==> src/rtl/std_mem_d1_stream_writer_if.sv <==
// Valid/ready word stream feeding std_mem_d1_stream_writer.
// master = word producer, slave = the writer consuming words.
interface std_mem_d1_stream_writer_if #(
    parameter int WIDTH = 32
);
    logic [WIDTH-1:0] in_data;
    logic             in_valid;
    logic             in_ready;

    modport master (
        output in_data,
        output in_valid,
        input  in_ready
    );

    modport slave (
        input  in_data,
        input  in_valid,
        output in_ready
    );
endinterface

==> src/rtl/std_mem_d1_stream_writer.sv <==
// Fill engine for std_mem_d1: writes a valid/ready word stream to addresses 0..n-1,
// one memory write per word, waiting on the memory's done between writes.
module std_mem_d1_stream_writer #(
    parameter int WIDTH    = 32,
    parameter int SIZE     = 16,
    parameter int IDX_SIZE = 4
) (
    input  logic                clk,
    input  logic                reset,
    input  logic                go,
    input  logic [IDX_SIZE:0]   len,
    std_mem_d1_stream_writer_if.slave in_s,
    output logic [IDX_SIZE-1:0] mem_addr0,
    output logic [WIDTH-1:0]    mem_write_data,
    output logic                mem_write_en,
    input  logic                mem_done,
    output logic [IDX_SIZE:0]   count,
    output logic                done
);

    typedef enum logic [2:0] {StIdle, StAccept, StWrite, StWait, StDone} state_e;

    localparam logic [IDX_SIZE:0]   SizeW  = (IDX_SIZE + 1)'(SIZE);
    localparam logic [IDX_SIZE:0]   CntOne = 1;
    localparam logic [IDX_SIZE-1:0] IdxOne = 1;

    state_e              state;
    logic [IDX_SIZE:0]   n;
    logic [IDX_SIZE-1:0] idx;
    logic                in_ready;
    logic [IDX_SIZE:0]   len_clamped;
    logic                last;

    // Oversized requests are clamped so addresses never wrap past the memory.
    assign len_clamped   = (len > SizeW) ? SizeW : len;
    assign last          = ({1'b0, idx} == (n - CntOne));
    assign in_s.in_ready = in_ready;

    always_ff @(posedge clk or negedge reset) begin
        if (!reset) begin
            state          <= StIdle;
            n              <= '0;
            idx            <= '0;
            count          <= '0;
            mem_addr0      <= '0;
            mem_write_data <= '0;
            mem_write_en   <= 1'b0;
            in_ready       <= 1'b0;
            done           <= 1'b0;
        end else begin
            unique case (state)
                StIdle: begin
                    if (go) begin
                        n     <= len_clamped;
                        idx   <= '0;
                        count <= '0;
                        if (len_clamped == '0) begin
                            state <= StDone;
                            done  <= 1'b1;
                        end else begin
                            state    <= StAccept;
                            in_ready <= 1'b1;
                        end
                    end
                end
                StAccept: begin
                    if (in_s.in_valid) begin
                        mem_write_data <= in_s.in_data;
                        mem_addr0      <= idx;
                        in_ready       <= 1'b0;
                        mem_write_en   <= 1'b1;
                        state          <= StWrite;
                    end
                end
                StWrite: begin
                    mem_write_en <= 1'b0;
                    state        <= StWait;
                end
                StWait: begin
                    // Hold here for as long as the memory takes to acknowledge.
                    if (mem_done) begin
                        count <= count + CntOne;
                        if (last) begin
                            state <= StDone;
                            done  <= 1'b1;
                        end else begin
                            idx      <= idx + IdxOne;
                            state    <= StAccept;
                            in_ready <= 1'b1;
                        end
                    end
                end
                StDone: begin
                    done  <= 1'b0;
                    state <= StIdle;
                end
                default: state <= StIdle;
            endcase
        end
    end

endmodule

==> src/flat_wrapper.sv <==
// flat-port wrapper written by rule: the top's interface ports become plain ports
module std_mem_d1_stream_writer_flat 
#(
    parameter int WIDTH    = 32,
    parameter int SIZE     = 16,
    parameter int IDX_SIZE = 4
)
  (clk, reset, go, len, mem_addr0, mem_write_data, mem_write_en, mem_done, count, done, in_s_in_data, in_s_in_valid, in_s_in_ready);
  std_mem_d1_stream_writer_if #(.WIDTH(WIDTH)) in_s_i ();
  input  logic clk;
  input  logic reset;
  input  logic go;
  input  logic [IDX_SIZE:0] len;
  output logic [IDX_SIZE-1:0] mem_addr0;
  output logic [WIDTH-1:0] mem_write_data;
  output logic mem_write_en;
  input  logic mem_done;
  output logic [IDX_SIZE:0] count;
  output logic done;
  input wire logic [$bits(in_s_i.in_data)-1:0] in_s_in_data;
  input wire logic [$bits(in_s_i.in_valid)-1:0] in_s_in_valid;
  output wire logic [$bits(in_s_i.in_ready)-1:0] in_s_in_ready;
  assign in_s_i.in_data = in_s_in_data;
  assign in_s_i.in_valid = in_s_in_valid;
  assign in_s_in_ready = in_s_i.in_ready;
  std_mem_d1_stream_writer #(.WIDTH(WIDTH), .SIZE(SIZE), .IDX_SIZE(IDX_SIZE)) u_core (.clk(clk), .reset(reset), .go(go), .len(len), .in_s(in_s_i), .mem_addr0(mem_addr0), .mem_write_data(mem_write_data), .mem_write_en(mem_write_en), .mem_done(mem_done), .count(count), .done(done));
endmodule
==> config.mk <==
export PLATFORM = sky130hd
export DESIGN_NAME = std_mem_d1_stream_writer_flat
export DESIGN_NICKNAME = d
export VERILOG_FILES = /design/src/rtl/std_mem_d1_stream_writer_if.sv /design/src/rtl/std_mem_d1_stream_writer.sv /design/src/flat_wrapper.sv
export SDC_FILE = /design/constraint.sdc
export NUM_CORES = 1
export LEC_CHECK = 0
export BUFFER_PORTS_ARGS = -buffer_cell sky130_fd_sc_hd__buf_2
export CORE_AREA = 3 3 72 74
export DETAILED_ROUTE_END_ITERATION = 7
export DIE_AREA = 0 0 75 77
export PLACE_DENSITY_LB_ADDON = 0.15
export SLEW_MARGIN = 30
export SYNTH_ARGS = -nofsm -noshare
export SYNTH_HDL_FRONTEND = slang
export SYNTH_SLANG_ARGS = --single-unit
==> constraint.sdc <==
create_clock -name clk -period 2.8 [get_ports clk]
set_clock_uncertainty 0.1 [all_clocks]
set_input_delay 0.14 -clock clk [delete_from_list [all_inputs] [get_ports clk]]
set_output_delay 0.14 -clock clk [all_outputs]
set_load 0.05 [all_outputs]
# --- Word-level counts from Yosys, hierarchy flattened ---
# Cells that the tools add are included.
totals:
  word_cells: 66
  input_bits: 42
  register_bits: 56
op_classes:
  add_sub_neg: 3
  n_lt_le_gt_ge: 1
  reduce_logical: 14
  n_mux: 27
  eq_ne: 12
ops:
  columns: ["cell", "count"]
  rows:
  - ["3-bit 2-to-1 mux", 5]
  - ["5-bit 2-to-1 mux", 3]
  - ["4-bit 2-to-1 mux", 3]
  - ["3-bit case mux with 4 select lines", 1]
  - ["1-bit 2-to-1 mux", 10]
  - ["2-bit != test (second input constant)", 5]
  - ["5-bit case mux with 2 select lines", 1]
  - ["4-bit case mux with 2 select lines", 1]
  - ["3-bit by 2-bit == test with 1-bit output (second input constant)", 2]
  - ["1-bit case mux with 3 select lines", 2]
  - ["2-bit AND reduction", 3]
  - ["3-bit AND reduction", 2]
  - ["6-bit AND reduction", 1]
  - ["3-bit nonzero test", 2]
  - ["5-bit by 1-bit adder with 5-bit output (second input constant)", 1]
  - ["4-bit by 5-bit == test with 1-bit output", 1]
  - ["5-bit > comparator (second input constant)", 1]
  - ["5-bit zero test", 1]
  - ["5-bit AND reduction", 1]
  - ["5-bit by 1-bit subtractor with 5-bit output (second input constant)", 1]
  - ["4-bit by 1-bit adder with 4-bit output (second input constant)", 1]
  - ["2-bit by 1-bit != test with 1-bit output (second input constant)", 2]
  - ["4-bit AND reduction", 1]
  - ["2-bit nonzero test", 2]
  - ["other kinds (4)", 4]

# --- Longest topological paths before layout ---
# Gate-level depths: netlist of run 1.
logic_depth:
  depth_word: 6
  mapped_depth: 7
  depth_no_buf: 7

# --- Worst setup path after synthesis of run 1 ---
# No wires, ideal clock.
synth_path:
  path_type: "register to register"
  from: "register u_core.n[0]"
  to: "register u_core.idx[3]"
  path_stages_with_launch: 8
  period_less_slack_ns: 1.787
  arrival_time_ns: 1.609
  setup_ns: 0.078
  path_slack_ns: 1.013
  n_path_buf: 0
  path_cell_list: "dfrtp_1 inv_1 ha_1 xnor2_1 nor3_2 a31o_4 or3_1 a21oi_1"
synth_between:
  elab_chain_cells: 4
synth_rtl:
  columns: ["element", "line_no", "text"]
  rows:
  - ["from (decl)", "std_mem_d1_stream_writer.sv:28", "logic [IDX_SIZE:0] n;"]
  - ["from (signal assigned)", "std_mem_d1_stream_writer.sv:54", "n <= len_clamped;"]
  - ["5-bit by 1-bit subtractor with 5-bit output", "std_mem_d1_stream_writer.sv:36", "assign last = ({1'b0, idx} == (n - CntOne));"]
  - ["4-bit by 5-bit == test with 1-bit output", "std_mem_d1_stream_writer.sv:36", null]
  - ["2-bit != test (no source line)", null, null]
  - ["4-bit AND reduction (no source line)", null, null]
  - ["to (signal assigned)", "std_mem_d1_stream_writer.sv:87", "idx <= idx + IdxOne;"]
  - ["to (decl)", "std_mem_d1_stream_writer.sv:29", "logic [IDX_SIZE-1:0] idx;"]
# Every way passes these cells.
# A chain may end at the register's enable or synchronous reset.

# --- Worst setup path in the final report of run 1 ---
layout_path:
  from: "register u_core.state[1]"
  to: "register u_core.mem_write_data[20]"
layout_between:
  elab_chain_cells: 2
layout_rtl:
  columns: ["element", "line_no", "text"]
  rows:
  - ["from (decl)", "std_mem_d1_stream_writer.sv:27", "state_e state;"]
  - ["from (signal assigned)", "std_mem_d1_stream_writer.sv:41", "state <= StIdle;"]
  - ["from (signal assigned)", "std_mem_d1_stream_writer.sv:58", "state <= StDone;"]
  - ["from (signal assigned)", "std_mem_d1_stream_writer.sv:61", "state <= StAccept;"]
  - ["3-bit by 1-bit == test with 1-bit output", "std_mem_d1_stream_writer.sv:51", "unique case (state)"]
  - ["2-bit AND reduction (no source line)", null, null]
  - ["to (signal assigned)", "std_mem_d1_stream_writer.sv:68", "mem_write_data <= in_s.in_data;"]
  - ["to (decl)", "std_mem_d1_stream_writer.sv:14", "output logic [WIDTH-1:0] mem_write_data,"]
# Every way passes these cells.

==> metrics.md, run 1 <==
| Metric | Value |
|---|---|
| Worst setup path category | reg2reg |
| Number of design rule violations left after detail routing | 0 |
| Largest area contributor in the synthesized netlist | dfrtp_1 |
| Global routing met1 resource utilization | 0.243 |
| Overall die width | 75 um |
| Vertical die dimension | 77 um |
| CTS sink count | 56 |
| Detailed placer's ending HPWL | 3310 um |
| Kind of launch point of the worst setup path | register |
| Area growth, synth to finish | 38.0% |
| Final design utilization | 0.723 |
| Largest net degree at the start of global routing | 57 |
| Layout Nets | 362 |
| Post-route clock period utilization | 0.707 |
| Most repeated cell in the gate-level netlist after synthesis | dfrtp_1 |
| Worst Hold Class | in2reg |
| Count of pins on the block boundary | 86 |
| Area of the die | 5780 um2 |
| Num CTS Buffers | 5 |
| Adder-cell area share of the yosys netlist | 0.0154 |
| Run status | completed |
| Power density over the cells | 1240 nW/um2 |
| Summed instance area of the synthesized netlist | 2440 um2 |
| Clk network pwr share | 0.101 |
| Clock transition at the registers of the reported paths | 0.09 ns |
| Proportion of netlist area held by the largest area contributor | 0.574 |
| Total vias in the final route | 1,871 |
| Highest Clock Rate | 505 MHz |
| Switching Fraction | 0.502 |
| Number of different library cells in the post-synthesis netlist | 35 |
| Sequential cell area in the final layout | 1400 um2 |
| Max IR drop VDD | 0.000876 V |
| Met2 track demand over resource | 0.295 |
| Multi-input logic area | 991 um2 |
| Final global-route overflow total | 0 |
| XOR/XNOR Fraction of Synth Area | 0.0384 |
| Avg Vias per Cell | 5.03 |
| TritonRoute pass-1 iters | 4 |
| Leading post-synthesis cells by instance count | 56 x dfrtp_1, 21 x mux2_2, 18 x nand2_1, 15 x mux2_1, 8 x nor2_1 |
| Synth async-reset ratio | 1.00 |
| Max-slew headroom | 0.546 |
| GR Layer Usage met3 | 0.0446 |
| Worst EP required | 2.89 ns |
| Top FF cell, synth | dfrtp_1 |
| Final slew viol count | 0 |
| Element type at the critical path end | register |
| Core Footprint | 4660 um2 |
| Total GRT Usage | 0.184 |
| Area fraction in and, or, nand and nor cells after synthesis | 0.118 |
| Quantity of I/O buffers inserted on ports | 85 |
| Share of layout cells above drive strength 1 | 0.371 |
| Antenna violations before repair | 0 |
| Setup repair after global routing missed its margin | no |
| Cell Rows | 25 |
| Hold buffer count at cts | 36 |
| Starting density of the core | 0.524 |
| Largest cells by area after synthesis | dfrtp_1 57%, mux2_2 9.7%, mux2_1 6.9% |
| Fin crit period | 1.98 ns |
| Placer Congestion | 0.768 |
| Clock Latency Late Sink | 0.30 ns |
| Sequential Power Share | 0.338 |
| Cts repair resizes | 0 |
| Final setup violation count | 0 |
| Filler Cells Inserted | 330 |
| Initial detailed-routing violation count | 79 |
| Routed wirelength normalized by instance count | 13.3 um |
| Total negative slack for setup checks | 0 ns |
| Cell at the root of the clock tree | clkbuf_8 |
| Synthesized netlist net count | 239 |
| Antenna fix cells | 0 |
| Number of register bits inferred by synthesis | 56 |
| Layer with the highest usage after global routing | met2 |
| Dominant combinational cell family by area after synthesis | multiplexers |
| Internal portion of total power | 2090 uW |
| Total wire length after detailed routing | 4960 um |
| Number of warnings printed during yosys synthesis | 0 |
| Total setup buffers inserted after CTS | 0 |
| Number of flops mapped to enable cells by yosys | 0 |
| Reported net switching power | 2100 uW |
| Portion of the post-synthesis area used by sequential elements | 0.574 |
| Average cell area after synthesis | 12.6 um2 |
| Maximum fanout encountered on the critical timing path | 37 |
| Leakage | 0.00164 uW |
| CTS max path bufs | 2 |
| Number of cells produced by synthesis | 194 |
| Area fraction in compound gates after synthesis | 0.0538 |
| Via count of the first global-routing pass | 1,820 |
| Hold violation total from the final report | 0 |
| Routed Antenna Nets | 0 |
| Maximum Capacitance Violations | 0 |
| CTS tree | done |
| Part of the total power dissipated in combinational logic | 0.561 |
| First-pass GRT wire length | 8210 um |
| Transition at the pin with the smallest max-transition slack | 0.676 ns |
| Data arrival time of the critical path | 2.07 ns |
| Level count of the clock H-tree | 2 |
| Mux contribution to synthesized area | 0.178 |
flip-flops by register name (all words and copies together) (netlist names):
name	cells
u_core.state	3
u_core.mem_write_en	1
u_core.mem_addr0	4
u_core.n	5
u_core.mem_write_data	32
u_core.done	1
u_core.in_s.in_ready	1
u_core.count	5
u_core.idx	4
stage by stage:
step	hold WS, ns	instance area (um2)	setup WS [ns]	instances	total power, uW
2_1_floorplan	-0.256	2440	1.01	194	3240
3_3_place_gp	0.221	2920	0.864	328	3730
3_5_place_dp	0.215	2920	0.811	328	3760
4_1_cts	0.00522	3370	0.804	372	4230
5_1_grt	0.0230	3370	0.705	372	4440
6_report	0.0108	3370	0.819	372	4190
cells by family after synthesis:
family / count (synthesis)
multiplexers: 39
AND/OR/NAND/NOR: 55
adder cells (fa/ha/maj): 3
AO/OA/AOI/OAI: 19
flip-flops: 56
buffers and inverters: 13
XOR/XNOR: 9
path summary, 6_finish.rpt:
kind                                        endpoint                     start  slack, ns  cells after the start
setup reg to reg           u_core.mem_write_data[20]           u_core.state[1]       0.82                      5
min in group asynchronous  u_core.mem_write_data[11]                     reset       0.38                      3
hold / removal                           u_core.n[1]                    len[1]       0.01                      3
setup / recovery           u_core.mem_write_data[20]           u_core.state[1]       0.82                      5
max in group asynchronous            u_core.state[1]                     reset       1.76                      3
hold reg to reg             u_core.mem_write_data[4]  u_core.mem_write_data[4]       0.39                      1
critical path, stage by stage (launching register included):
cell and delay (ns):
dfrtp_1 0.51, inv_1 0.16, nand3_1 0.16, nor2_4 0.11, buf_4 0.40, mux2_2 0.40
power groups by stage:
stage / Combinational [uW] / Sequential (uW) / Clock [uW]
floorplan: 806 / 2440 / 0
global placement: 2310 / 1420 / 0
detailed placement: 2330 / 1430 / 0
CTS: 2370 / 1420 / 439
global route: 2510 / 1460 / 471
finish: 2350 / 1420 / 423
layout by cell type, fill, tap and decap left out, types with 2 or more instances in the layout:
cell type / Yosys / routed
nand2_1: 18 / 18
and3_1: 2 / 2
clkbuf_8: 0 / 5
nand4_1: 3 / 3
xnor2_1: 4 / 4
buf_4: 0 / 2
clkbuf_1: 3 / 2
xor2_1: 4 / 4
dfrtp_1: 56 / 56
buf_2: 4 / 85
dlygate4sd3_1: 0 / 36
nor2_1: 8 / 8
mux2i_1: 3 / 3
ha_1: 3 / 3
nand3b_1: 5 / 5
nor3_1: 4 / 4
mux2_2: 21 / 21
inv_1: 6 / 6
o2bb2ai_1: 3 / 3
a21oi_1: 3 / 3
nand3_1: 7 / 7
mux2_1: 15 / 15
o21ai_0: 7 / 7
layout make-up:
| class | instances | share of cell area |
|---|---|---|
| Inverter | 6 | 0.00669 |
| Sequential cell | 56 | 0.416 |
| Multi-Input combinational cell | 125 | 0.294 |
| Tap cell | 54 | 0.0201 |
| Timing Repair Buffer | 123 | 0.238 |
| Clock inverter | 1 | 0.00260 |
| Clock buffer | 7 | 0.0227 |
metal layers:
metal	vias to the layer above	routed length [um]
met5	-	0
met4	0	62
met3	6	276
met2	52	2420
met1	888	2200
li1	925	-
No activity file was read; power rests on OpenSTA's default activity.
==> run 2: changes to the inputs <==
--- a/config.mk
+++ b/config.mk
@@ -6,9 +6,9 @@
 export NUM_CORES = 1
 export LEC_CHECK = 0
 export BUFFER_PORTS_ARGS = -buffer_cell sky130_fd_sc_hd__buf_2
-export CORE_AREA = 3 3 72 74
+export CORE_AREA = 3 3 75 77
 export DETAILED_ROUTE_END_ITERATION = 7
-export DIE_AREA = 0 0 75 77
+export DIE_AREA = 0 0 78 80
 export PLACE_DENSITY_LB_ADDON = 0.15
 export SLEW_MARGIN = 30
 export SYNTH_ARGS = -nofsm -noshare
==> constraint.sdc (replaced) <==
create_clock -name clk -period 2 [get_ports clk]
set_clock_uncertainty 0.1 [all_clocks]
set_input_delay 0.1 -clock clk [delete_from_list [all_inputs] [get_ports clk]]
set_output_delay 0.1 -clock clk [all_outputs]
set_load 0.05 [all_outputs]
==> run 2 against run 1 <==
Register-to-register slack lost 0.72 ns. Core utilization fell by 3.2 points. Worst setup slack worse by 0.72 ns. Non-clock buffer count is 11 higher. Clock power grew 38%. Die area up 8.1%. Fmax rose by 4.3%. Design area is 4.0% higher. Critical path type unchanged. Largest cell class unchanged.
==> metrics.md, run 2 (same netlist as run 1, synthesis figures left out) <==
| Metric | Value |
|---|---|
| Final setup violation count | 0 (unchanged) |
| Worst Hold Class | in2reg |
| Num CTS Buffers | 5 (unchanged) |
| Fin crit period | 1.90 ns (-0.0813 ns) |
| Sequential Power Share | 0.329 (-0.009) |
| Hold violation total from the final report | 0 (unchanged) |
| CTS tree | done |
| First-pass GRT wire length | 9120 um (+11%) |
| Switching Fraction | 0.499 (-0.00270) |
| Part of the total power dissipated in combinational logic | 0.574 (+0.013) |
| Largest net degree at the start of global routing | 28 (-51%) |
| Final global-route overflow total | 0 (unchanged) |
| Area growth, synth to finish | 43.6% |
| Cell Rows | 26 (+4.0%) |
| Overall die width | 78 um (+4.0%) |
| Worst EP required | 2.09 ns (-0.80 ns) |
| Maximum Capacitance Violations | 0 (unchanged) |
| Setup repair after global routing missed its margin | no |
| Worst setup path category | reg2reg |
| Antenna fix cells | 0 (unchanged) |
| Core Footprint | 5070 um2 (+8.9%) |
| Final worst slack | 0.100 ns (-0.719 ns) |
| Total negative slack for setup checks | 0 ns (unchanged) |
| Worst Reg-to-Reg Cells | 6 (+1) |
| Avg Vias per Cell | 4.93 (-1.9%) |
| Placer Congestion | 0.878 (+14%) |
| Commonest non-fill, non-tap cell in the layout | buf_2 |
| Routed Antenna Nets | 0 (unchanged) |
| Highest Clock Rate | 526 MHz (+4.3%) |
| Clock Latency Late Sink | 0.30 ns (about the same) |
| Post-route clock period utilization | 0.950 (+0.242) |
| Buffers & Inverters on Critical Path | 2 (unchanged) |
| Number of flip-flops under the largest register name | 32 (unchanged) |
| Cell with the biggest individual delay on the critical path | dlygate4sd3_1 |
| Transition at the pin with the smallest max-transition slack | 0.483 ns (-0.193 ns) |
| Data arrival time of the critical path | 1.99 ns (-0.08 ns) |
| Final slew viol count | 0 (unchanged) |
| Count of pins on the block boundary | 86 (unchanged) |
| Total wire length after detailed routing | 5510 um (+11%) |
| Commonest cells after routing, fill and taps aside | 85 x buf_2, 55 x dfrtp_1, 39 x dlygate4sd3_1 |
| CTS sink count | 56 (unchanged) |
| Run status | completed |
| Maximum fanout encountered on the critical timing path | 8 (-78%) |
| Starting density of the core | 0.481 (-0.0427) |
| Register name with the most flops | u_core.mem_write_data |
| Level count of the clock H-tree | 2 (unchanged) |
| Cells along the critical path | nor2_1 > and3_2 > buf_4 > nand3b_1 > nand2_1 > dlygate4sd3_1 |
| Leakage | 0.00170 uW (+3.6%) |
| Reported net switching power | 3000 uW (+43%) |
| Clock transition at the registers of the reported paths | 0.09 ns (about the same) |
| Quantity of I/O buffers inserted on ports | 85 (unchanged) |
| Worst setup timing slack at the placement stage | 0.108 ns (-0.703 ns) |
| Total GRT Usage | 0.186 (+0.00198) |
| Vertical die dimension | 80 um (+3.9%) |
| Clk network pwr share | 0.097 (-0.004) |
| Layout Nets | 373 (+3.0%) |
| Area of the die | 6240 um2 (+8.1%) |
| Number of design rule violations left after detail routing | 0 (unchanged) |
| Registers with the highest flip-flop counts | u_core.mem_write_data (32), u_core.count (5), u_core.n (5) |
| Detailed placer's ending HPWL | 3600 um (+8.9%) |
| Element type at the critical path end | register |
| Number of cells traversed by the worst hold path | 3 (unchanged) |
| CTS max path bufs | 2 (unchanged) |
| Max IR drop VDD | 0.000705 V (-20%) |
| Filler Cells Inserted | 390 (+18%) |
| TritonRoute pass-1 iters | 4 (unchanged) |
| Depth of the critical timing path with buffers and inverters included | 6 (+1) |
| Cell at the root of the clock tree | clkbuf_8 |
| Power consumption | 6020 uW (+44%) |
| Critical path's top delay family | buffers and inverters |
| Power density over the cells | 1720 nW/um2 (+38%) |
| Multi-input logic area | 1010 um2 (+1.6%) |
| Max-slew headroom | 0.678 (+0.132) |
| Kind of launch point of the worst setup path | register |
| Largest stage delay on the critical path | 0.54 ns (+0.03 ns) |
| Via count of the first global-routing pass | 1,940 (+6.6%) |
| Total vias in the final route | 1,963 (+4.9%) |
| Internal portion of total power | 3010 uW (+44%) |
| Share of layout cells above drive strength 1 | 0.402 (+0.0314) |
| Initial detailed-routing violation count | 83 (+5.1%) |
| Antenna violations before repair | 0 (unchanged) |
| Routed wirelength normalized by instance count | 13.8 um (+3.9%) |
| Sequential cell area in the final layout | 1400 um2 (about the same) |
==> run 2: changes by cell type in the layout (fill, tap and decap cells not counted), moves of 2 or more <==
| cell | change |
|---|---|
| dlygate4sd3_1 | +3 |
| buf_4 | +7 |
| nand3_1 | -2 |
| nand3_2 | +2 |
| clkbuf_1 | -2 |
==> run 2: power by group through the flow <==
stage               Combinational, uW  Sequential, uW  Clock, uW
floorplan                        1130            3410          0
global placement                 3320            1980          0
detailed placement               3360            1990          0
CTS                              3430            1970        610
global route                     3660            2060        661
finish                           3460            1980        583
==> run 2: path summary, 6_finish.rpt <==
kind                                            from                        end  slack (ns)
setup / recovery                     u_core.state[1]                u_core.n[2]        0.10
hold / removal                              mem_done            u_core.state[2]        0.04
setup reg to reg                     u_core.state[1]                u_core.n[2]        0.10
hold reg to reg            u_core.mem_write_data[11]  u_core.mem_write_data[11]        0.39
max in group asynchronous                      reset        u_core.mem_addr0[1]        0.97
min in group asynchronous                      reset  u_core.mem_write_data[26]        0.19
==> run 2: worst min-delay path: cells and delay by family <==
family,cells,cell delay (ns)
buf+inv,1,0.13
simple gates,1,0.10
compound gates,1,0.08
==> run 2: through the flow <==
step | hold slack (ns) | cells | utilization | area, um2
detailed placement | -0.00455 | 351 | 0.593 | 3010
finish | 0.0440 | 398 | 0.691 | 3500
CTS | 0.0384 | 397 | 0.686 | 3480
global route | 0.0554 | 398 | 0.691 | 3500
floorplan | -0.296 | 194 | - | 2440
global placement | -0.0116 | 351 | 0.593 | 3010
==> run 2: repair_timing <==
action	4_1_cts	5_1_grt
hold endpoints to repair	57	0
gates resized for setup	0	5
setup buffers	0	1
hold buffers	39	0
setup endpoints to repair	0	6
==> run 2: routing by layer <==
| layer | vias up | share of wire | GRT usage | wire [um] |
|---|---|---|---|---|
| met3 | 5 | 0.048 | 0.0451 | 262 |
| met1 | 963 | 0.43 | 0.225 | 2350 |
| met4 | 0 | 0.0087 | 0.0420 | 48 |
| li1 | 948 | - | - | - |
| met5 | - | 0 | 0 | 0 |
| met2 | 47 | 0.52 | 0.334 | 2840 |
==> run 2: area by class of cell <==
| type | instances | share of cell area |
|---|---|---|
| clock inverters | 2 | 0.00357 |
| multi-input cells | 125 | 0.287 |
| clock buffers | 5 | 0.0196 |
| well taps | 70 | 0.0250 |
| inverters | 6 | 0.00643 |
| flip-flops and latches | 56 | 0.400 |
| repair buffers | 134 | 0.258 |
